--- src/rtl/exception_unit.sv ---
// Exception/interrupt unit for the multi-cycle datapath: holds EPC, Cause and Status,
// synchronises external interrupt lines and runs the IDLE/HANDLER entry-return FSM.
module exception_unit #(
  parameter int unsigned          WIDTH       = 16,
  parameter int unsigned          NIRQ        = 4,
  parameter logic [WIDTH-1:0]     VECTOR_BASE = 16'hFF00
) (
  input  logic             CLK,
  input  logic             Reset,
  input  logic [WIDTH-1:0] PC,
  input  logic             EPCWrite,
  input  logic             CauseWrite,
  input  logic             IntCause,
  input  logic             ERet,
  input  logic             StatusWrite,
  input  logic [NIRQ:0]    StatusIn,
  input  logic [NIRQ-1:0]  irq,
  output logic             IntReq,
  output logic [WIDTH-1:0] EPC,
  output logic [3:0]       Cause,
  output logic [WIDTH-1:0] HandlerAddr,
  output logic [WIDTH-1:0] ReturnPC,
  output logic [NIRQ:0]    Status,
  output logic             InHandler,
  output logic             DoubleFault
);

  typedef enum logic {
    IDLE    = 1'b0,
    HANDLER = 1'b1
  } state_t;

  localparam logic [3:0] CAUSE_SYSCALL  = 4'd0;
  localparam logic [3:0] CAUSE_SPURIOUS = 4'd15;

  state_t            state_q, state_d;
  logic [WIDTH-1:0]  epc_q, epc_d;
  logic [3:0]        cause_q, cause_d;
  logic              ie_q, ie_d;
  logic              previe_q, previe_d;
  logic [NIRQ-1:0]   mask_q, mask_d;
  logic [NIRQ-1:0]   pend_q, pend_d;
  logic              df_q, df_d;
  logic [NIRQ-1:0]   sync1_q, sync2_q, prev_q;

  logic [NIRQ-1:0]   edge_det;
  logic [NIRQ-1:0]   masked;
  logic [NIRQ-1:0]   sel_onehot;
  logic [3:0]        sel_idx;
  logic              sel_valid;

  assign edge_det = sync2_q & ~prev_q;
  assign masked   = pend_q & mask_q;

  // Lowest-index masked pending line wins.
  always_comb begin
    sel_valid  = 1'b0;
    sel_idx    = '0;
    sel_onehot = '0;
    for (int unsigned i = 0; i < NIRQ; i++) begin
      if (!sel_valid && masked[i]) begin
        sel_valid     = 1'b1;
        sel_idx       = 4'(i);
        sel_onehot[i] = 1'b1;
      end
    end
  end

  always_comb begin
    logic [NIRQ-1:0] clr;
    state_d  = state_q;
    epc_d    = epc_q;
    cause_d  = cause_q;
    ie_d     = ie_q;
    previe_d = previe_q;
    mask_d   = mask_q;
    df_d     = df_q;
    clr      = '0;

    if (EPCWrite)
      epc_d = PC;

    if (StatusWrite) begin
      mask_d = StatusIn[NIRQ:1];
      ie_d   = StatusIn[0];
    end

    // CauseWrite overrides StatusIn IE; ERet yields to StatusIn IE.
    if (CauseWrite) begin
      if (state_q == IDLE) begin
        if (!IntCause) begin
          cause_d = CAUSE_SYSCALL;
        end else if (sel_valid) begin
          cause_d = sel_idx + 4'd1;
          clr     = sel_onehot;
        end else begin
          cause_d = CAUSE_SPURIOUS;
        end
        previe_d = ie_q;
        ie_d     = 1'b0;
        state_d  = HANDLER;
      end else begin
        cause_d = CAUSE_SPURIOUS;
        df_d    = 1'b1;
      end
    end else if (ERet && state_q == HANDLER) begin
      if (!StatusWrite)
        ie_d = previe_q;
      state_d = IDLE;
    end

    pend_d = (pend_q & ~clr) | edge_det;
  end

  always_ff @(posedge CLK or posedge Reset) begin
    if (Reset) begin
      state_q  <= IDLE;
      epc_q    <= '0;
      cause_q  <= '0;
      ie_q     <= 1'b0;
      previe_q <= 1'b0;
      mask_q   <= '0;
      pend_q   <= '0;
      df_q     <= 1'b0;
      sync1_q  <= '0;
      sync2_q  <= '0;
      prev_q   <= '0;
    end else begin
      state_q  <= state_d;
      epc_q    <= epc_d;
      cause_q  <= cause_d;
      ie_q     <= ie_d;
      previe_q <= previe_d;
      mask_q   <= mask_d;
      pend_q   <= pend_d;
      df_q     <= df_d;
      sync1_q  <= irq;
      sync2_q  <= sync1_q;
      prev_q   <= sync2_q;
    end
  end

  assign IntReq      = ie_q && (state_q == IDLE) && (|masked);
  assign EPC         = epc_q;
  assign ReturnPC    = epc_q;
  assign Cause       = cause_q;
  assign HandlerAddr = VECTOR_BASE + WIDTH'({cause_q, 2'b00});
  assign Status      = {mask_q, ie_q};
  assign InHandler   = (state_q == HANDLER);
  assign DoubleFault = df_q;

endmodule

--- config.mk ---
export PLATFORM = sky130hd
export DESIGN_NAME = exception_unit
export DESIGN_NICKNAME = d
export VERILOG_FILES = /design/src/rtl/exception_unit.sv
export SDC_FILE = /design/constraint.sdc
export NUM_CORES = 1
export LEC_CHECK = 0
export ABC_AREA = 1
export CAP_MARGIN = 20
export CORE_MARGIN = 3
export CORE_UTILIZATION = 30
export CTS_CLUSTER_SIZE = 10
export DETAILED_ROUTE_END_ITERATION = 8
export HOLD_SLACK_MARGIN = 0.02
export PLACE_DENSITY = 0.62
export SYNTH_ARGS = -nofsm -noshare
export SYNTH_HDL_FRONTEND = slang
export SYNTH_SLANG_ARGS = --single-unit
--- constraint.sdc ---
create_clock -name CLK -period 1.8 [get_ports CLK]
set_clock_uncertainty 0.2 [all_clocks]
set_input_delay 0.36 -clock CLK [delete_from_list [all_inputs] [get_ports CLK]]
set_output_delay 0.36 -clock CLK [all_outputs]
set_load 0.005 [all_outputs]
* Word level (Yosys, flattened, before mapping) *
Index checks and enable logic that the tools add are counted.

storage, ports and cells
  word-level logic and storage cells = 57
  bits of input ports = 32
  register bits = 44
  output and inout port bits = 60

operators by class
  reductions and logical operators = 13
  bitwise operators = 7
  add/sub/neg operators = 2
  muxes and demuxes = 24

operators with widths
  cell                                                           number
  4-bit two-way mux                                              9
  1-bit two-way mux                                              15
  4-bit bitwise AND                                              3
  9-bit by 7-bit adder with 10-bit output, first input constant  1
  4-bit NOT                                                      2
  1-bit logical AND                                              6
  4-bit by 1-bit adder with 4-bit output, second input constant  1
  4-bit bitwise OR                                               1
  2-bit AND reduction                                            2
  4-bit OR reduction                                             1
  1-bit zero test                                                3
  2-bit nonzero test                                             1
  1-bit NOT                                                      1

* Longest topological paths before layout *
Gate-level depths: netlist (run 1).

  depth in word-level cells = 18
  gate-level depth with buffers = 9
  mapped depth without buffers = 9

* Least setup slack after synthesis (run 1) *
No wires, ideal clock.

  path kind = flip-flop to flip-flop
  start point = register mask_q[0]
  end point = register cause_q[1] (netlist: Cause[1])
  arrival = 1160 ps
  library setup time = 113 ps
  setup slack = 327 ps
  period minus slack after synthesis = 1473 ps
  data required time = 1487 ps
  stages on the path, launching flop included = 9
  buffers on the path = 0
  cell sequence = dfrtp_1 nand2_1 nand4_1 nand2_1 ha_1 nand2_1 nand3_1 nand2_1 inv_1

between the ends
  cells in the longest elaborated chain, start to end = 15
  elaborated cells between the ends (all ways) = 18
  those cells by class = 1 x add/sub; 10 x mux; 1 x bitwise; 6 x reduce/logical

RTL lines
  element                                 line  source
  start: declaration                      41    logic [NIRQ-1:0] mask_q, mask_d;
  start signal: assignment                134   mask_q <= mask_d;
  4-bit bitwise AND *                     53    assign masked = pend_q & mask_q;
  1-bit two-way mux *                     61    if (!sel_valid && masked[i]) begin
  1-bit zero test                         61
  1-bit logical AND                       61
  1-bit two-way mux                       61
  1-bit zero test                         61
  1-bit logical AND                       61
  1-bit two-way mux                       61
  1-bit zero test                         61
  1-bit logical AND                       61
  4-bit two-way mux                       61
  4-bit by 1-bit adder with 4-bit output  94    cause_d = sel_idx + 4'd1;
  4-bit two-way mux *                     93    end else if (sel_valid) begin
  4-bit two-way mux *                     91    if (!IntCause) begin
  4-bit two-way mux *                     90    if (state_q == IDLE) begin
  end signal: assignment                  131   cause_q <= cause_d;
  end: declaration                        38    logic [3:0] cause_q, cause_d;

Every way passes the cells marked *; elsewhere a longest branch is shown, timed or not.
A chain may end at the register's enable or synchronous reset.

* Worst setup path after layout (run 1) *
  start point = register mask_q[1]
  end point = output Status[2]

RTL lines
  element           line  source
  end: declaration  23    output logic [NIRQ:0] Status,

No word-level cell between the ends.

==> results of run 1 <==
power by group through the flow:
stage | Combinational [uW] | Clock [uW] | Sequential, uW
5_1_grt | 547 | 799 | 1140
4_1_cts | 501 | 772 | 1130
3_5_place_dp | 504 | 0 | 1140
6_report | 494 | 734 | 1120
3_3_place_gp | 501 | 0 | 1140
2_1_floorplan | 234 | 0 | 1140
synthesized netlist by cell type:
master | number | area share
nand4_1 | 3 | 0.0098
nand2_4 | 1 | 0.0059
dfrtp_1 | 44 | 0.58
buf_2 | 1 | 0.0026
or2_2 | 2 | 0.0066
ha_1 | 1 | 0.0066
inv_2 | 1 | 0.0020
buf_4 | 33 | 0.13
buf_6 | 1 | 0.0059
nand2_1 | 30 | 0.059
nand3_1 | 5 | 0.013
o21ai_1 | 6 | 0.016
o21ai_2 | 1 | 0.0046
conb_1 | 2 | 0.0039
inv_1 | 13 | 0.026
mux2_2 | 17 | 0.10
nor2_1 | 4 | 0.0079
o21ai_0 | 4 | 0.010
a21oi_1 | 3 | 0.0079
nor2_4 | 1 | 0.0059
stage by stage:
step,cells,worst slack (ns)
floorplan,183,0.209
detailed placement,315,0.0694
finish,328,0.0422
global placement,315,0.107
CTS,323,0.00190
global route,328,-0.00745
state kept, by name, indices dropped and copies added, names as in the netlist, 4 cells and up:
register	count
sync2_q	4
pend_q	4
prev_q	4
EPC	16
mask_q	4
sync1_q	4
Cause	4
worst min-delay path by stage:
stage                     from    endpoint  slack (ns)
floorplan           sync1_q[0]  sync2_q[0]        0.13
global placement    sync1_q[3]  sync2_q[3]        0.13
detailed placement  sync1_q[2]  sync2_q[2]        0.14
CTS                 sync1_q[2]  sync2_q[2]        0.16
global route        sync1_q[0]  sync2_q[0]        0.16
finish              sync1_q[2]  sync2_q[2]        0.15
critical path, delay by kind of cell (launching register included):
kind,cells,cell delay (ns)
flip-flops,1,0.40
buffers and inverters,3,0.52
area by class of cell:
class	count	area [um2]
Timing Repair Buffer	97	985
Sequential cell	44	1100
Inverter	14	52.6
Clock buffer	5	68.8
Multi-Input combinational cell	90	537
Clock inverter	3	42.5
Tap cell	75	93.8
Fill cell	585	3150
what timing repair did:
| item | 4_1_cts | 5_1_grt |
|---|---|---|
| setup endpoints to repair | 7 | 21 |
| resized for setup | 8 | 21 |
| hold buffers | 0 | 0 |
| pin swaps | 2 | 1 |
| setup buffers | 0 | 5 |
cells by family after synthesis:
| family | Yosys count |
|---|---|
| muxes | 17 |
| and+or+nand+nor | 46 |
| buffers and inverters | 49 |
| AOI/OAI and AO/OA | 14 |
| other | 2 |
| DFF | 44 |
| adders and majority gates | 1 |
routing by layer:
metal	wire (um)	vias to the layer above	global-route usage
met1	1610	635	0.141
met5	0	-	0
met3	500	8	0.0538
li1	-	666	-
met4	92	0	0.0619
met2	1740	80	0.177
==> impl_metrics.yaml, run 1 <==
timing:
  period_minus_slack_ns: 1.76
  hold_slack_ns: 0.152
  fin_setup_tns_ns: 0
  post-route-period-util: 0.977
  clock.fmax_mhz: 569
  setup_viol: 0
  hold_viol_final: 0
  drv_slew: 0
power:
  internal-power_uw: 1800
  leakage_uw: 0.00145
  power_frac_comb: 0.210
  peakVddDrop_v: 0.000337
  power_uw: 2350
  p_clk_frac: 0.312
  p_sw_frac: 0.234
  powerDensity_mw_per_mm2: 816
  p_sw_uw: 550
  power_frac_seq: 0.478
critical_path:
  crit_path_start_kind: "flop"
  cp.arrival_ns: 1.20
  slowest_delay_ns: 0.40
  r2r_end: "Cause[1]"
  cpMaxStageDelayCell: "dfrtp_1"
  crit_type: "reg -> out"
  reg2reg_setup_slack_ns: 0.12
  end_kind: "primary output"
  timing.rr.start: "mask_q[1]"
  crit_top_cell: "buf_4"
  cp_max_fo: 3
  crit_chain: "buf_4 -> buf_4 -> dlygate4sd2_1"
  required_ns: 1.24
  reg2regPathDepth: 9
  startpoint: "mask_q[1]"
  crit_end: "Status[2]"
synth:
  synth.avg_cell_area_um2: 11.0
  syn-instance-count: 173
  synth_xor_area_frac: 0
  synth_top_family_by_area: "buffers and inverters"
  synth-adder-area-share: 0.00655
  ys_types: 20
  synth_sequential_area_ratio: 0.577
  synthSimpleGateAreaFrac: 0.108
  synth_seq_cells: 44
  synth_compound_area_frac: 0.0387
  syn_area_mm2: 0.00191
  yosys_warnings: 0
  synth.area.mux_share: 0.100
global_routing:
  overflow: 0
  grt_pass1_vias: 1502
  antenna_found_initial: 0
  grt_pass1_wl_um: 6750
  grt_max_degree: 45
  track_usage: 0.118
clock_network:
  htree_levels: 2
  cts_tree: "done"
  numCtsBuffers: 5
  clkLatencyLatePin_ns: 0.29
  cts-root-buf: "clkbuf_8"
  path_clk_slew_ns: 0.09
  clkSinkCount: 44
  clockBufferDepth: 2
floorplan:
  fp.dieW_um: 85.8
  ios: 92
  num_rows: 28
  die_h_um: 85.8
  die_area_mm2: 0.00736
  fp.coreArea_mm2: 0.00603
  start_util: 0.317
job:
  cap_violations: 0
worst_hold_path:
  whs_path_depth: 0
  hold_class: "reg -> reg"
drt:
  drt-pass1-iter-count: 4
  wl_um: 3950
  vias: 1389
  drt_iter0_markers: 54
  ant_nets: 0
  drc_errors: 0
  detail_route.vias_per_cell: 4.23
  wl_per_cell_um: 12.0
placed_design:
  port_buffers: 79
  globalplace.congestion: 0.757
  postPlaceCellArea_mm2: 0.00269
  post-dp-hpwl_um: 2930
cells_and_area:
  mostFrequentLayoutCell: "clkdlybuf4s50_1"
  drive_gt1_frac: 0.213
  nets: 285
  layout_common_cells: "clkdlybuf4s50_1 (55), dfrtp_1 (44), nand2_1 (28)"
  diodes: 0
  fin_area_mm2: 0.00288
  fin_util: 0.478
  syn2layout_area_growth_pct: 50.9
outcome:
  status: "finished clean"
No activity file was read; power rests on OpenSTA's default activity.
==> run 2, diff against run 1 <==
--- a/config.mk
+++ b/config.mk
@@ -7,12 +7,12 @@
 export LEC_CHECK = 0
 export ABC_AREA = 1
 export CAP_MARGIN = 20
-export CORE_MARGIN = 3
 export CORE_UTILIZATION = 30
-export CTS_CLUSTER_SIZE = 10
+export CTS_CLUSTER_SIZE = 20
 export DETAILED_ROUTE_END_ITERATION = 8
 export HOLD_SLACK_MARGIN = 0.02
 export PLACE_DENSITY = 0.62
+export SLEW_MARGIN = 10
 export SYNTH_ARGS = -nofsm -noshare
 export SYNTH_HDL_FRONTEND = slang
 export SYNTH_SLANG_ARGS = --single-unit
==> run 2 against run 1 <==
Sequential share of layout area shrank 0.70 points; critical endpoint is now IntReq; highest routed layer unchanged; largest cell class unchanged; non-clock buffer count is 4 higher; clock-buffer cell count unchanged.
==> impl_metrics.yaml, run 2 (synthesized netlist as in run 1, its figures left out) <==
floorplan:
  die_h_um: 81.8
  start_util: 0.317
  fp.coreArea_mm2: 0.00603
  ios: 92
  die_area_mm2: 0.00669
  fp.dieW_um: 81.8
  num_rows: 28
cells_and_area:
  largest_register_ffs: 16
  syn2layout_area_growth_pct: 53.7
  fin_util: 0.487
  diodes: 0
  mostFrequentLayoutCell: "clkdlybuf4s50_1"
  multi_input_area_um2: 549
  layout_common_cells: "clkdlybuf4s50_1 (56), dfrtp_1 (44), nand2_1 (27)"
  num-fill-cells: 562
  drive_gt1_frac: 0.233
  nets: 289
  fin_area_mm2: 0.00293
  regArea_mm2: 0.00110
timing:
  rsz0062_at_grt: "yes"
  period_minus_slack_ns: 1.77
  layout_setup_ws_ns: 0.0339
  post-route-period-util: 0.981
  fin_setup_tns_ns: 0
  setup_viol: 0
  drv_slew: 0
  clock.fmax_mhz: 566
  hold_viol_final: 0
global_routing:
  grt_pass1_wl_um: 6050
  antenna_found_initial: 0
  overflow: 0
  grt_max_degree: 45
  grt_pass1_vias: 1360
  track_usage: 0.125
drt:
  vias: 1412
  ant_nets: 0
  drt-pass1-iter-count: 4
  drt_iter0_markers: 84
  top_layer: "met4"
  wl_per_cell_um: 11.6
  wl_met2_um: 1740
  dr_wl_met3_um: 449
  wl_met1_um: 1600
  detail_route.vias_per_cell: 4.25
  drc_errors: 0
  wl_um: 3860
clock_network:
  clkLatencyLatePin_ns: 0.30
  path_clk_slew_ns: 0.09
  clockBufferDepth: 2
  cts_tree: "done"
  numCtsBuffers: 5
  cts-root-buf: "clkbuf_8"
  htree_levels: 2
  clkSinkCount: 44
placed_design:
  globalplace.congestion: 0.744
  post-dp-hpwl_um: 2700
  dp_worst_setup_slack_ns: 0.0437
  postPlaceCellArea_mm2: 0.00266
  port_buffers: 79
critical_path:
  crit_path_start_kind: "flop"
  crit_type: "reg -> out"
  cp.arrival_ns: 1.21
  cp_max_fo: 4
  end_kind: "primary output"
  required_ns: 1.24
power:
  powerDensity_mw_per_mm2: 822
  peakVddDrop_v: 0.000382
  leakage_uw: 0.00147
outcome:
  status: "finished clean"
job:
  cap_violations: 0
worst_hold_path:
  hold_class: "reg -> reg"
run 2: per-stage QoR:
step / hold slack, ns / std cells / power, uW
detailed placement: 0.135 / 311 / 1630
floorplan: 0.131 / 183 / 1380
global placement: 0.133 / 311 / 1630
finish: 0.156 / 332 / 2410
CTS: 0.158 / 327 / 2440
global route: 0.171 / 332 / 2560
run 2: area by class of cell:
| type | count | share of cell area |
|---|---|---|
| Sequential cell | 44 | 0.375 |
| Timing Repair Buffer | 101 | 0.348 |
| Multi-Input combinational cell | 90 | 0.187 |
| Tap cell | 75 | 0.0320 |
| Clock buffer | 5 | 0.0235 |
| Inverter | 14 | 0.0179 |
| Clock inverter | 3 | 0.0162 |
run 2: worst paths after layout:
kind	start	to	depth (start not counted)	slack, ns
setup / recovery	mask_q[0]	IntReq	6	0.03
hold / removal	sync1_q[2]	sync2_q[2]	0	0.16
setup reg to reg	mask_q[0]	Cause[1]	9	0.15
hold reg to reg	sync1_q[2]	sync2_q[2]	0	0.16
max in group asynchronous	Reset	previe_q	3	0.99
min in group asynchronous	Reset	Cause[2]	3	0.20
run 2: report_power, final:
part / total, uW / leakage, uW / switching [uW] / internal, uW
Sequential: 1120 / 0.000497 / 51.5 / 1070
Combinational: 517 / 0.000912 / 180 / 338
Clock: 774 / 0.0000583 / 356 / 418
run 2: routing by layer:
| metal | GRT usage | vias up |
|---|---|---|
| li1 | - | 672 |
| met1 | 0.138 | 656 |
| met2 | 0.207 | 79 |
| met3 | 0.0544 | 5 |
| met4 | 0.0526 | 0 |
| met5 | 0 | - |
run 2: worst max-delay path, cell delays in order, from the launching register on:
cell and delay [ns]:
dfrtp_1 0.40, buf_6 0.12, nand2_4 0.06, nand2_2 0.05, nor2_2 0.12, nor2_1 0.05, clkbuf_2 0.10
run 2: timing repair:
action | CTS | global route
hold buffers | 0 | 0
gates resized for setup | 11 | 23
pin swaps | 1 | 4
setup buffers | 8 | 5
setup endpoints to repair | 7 | 24
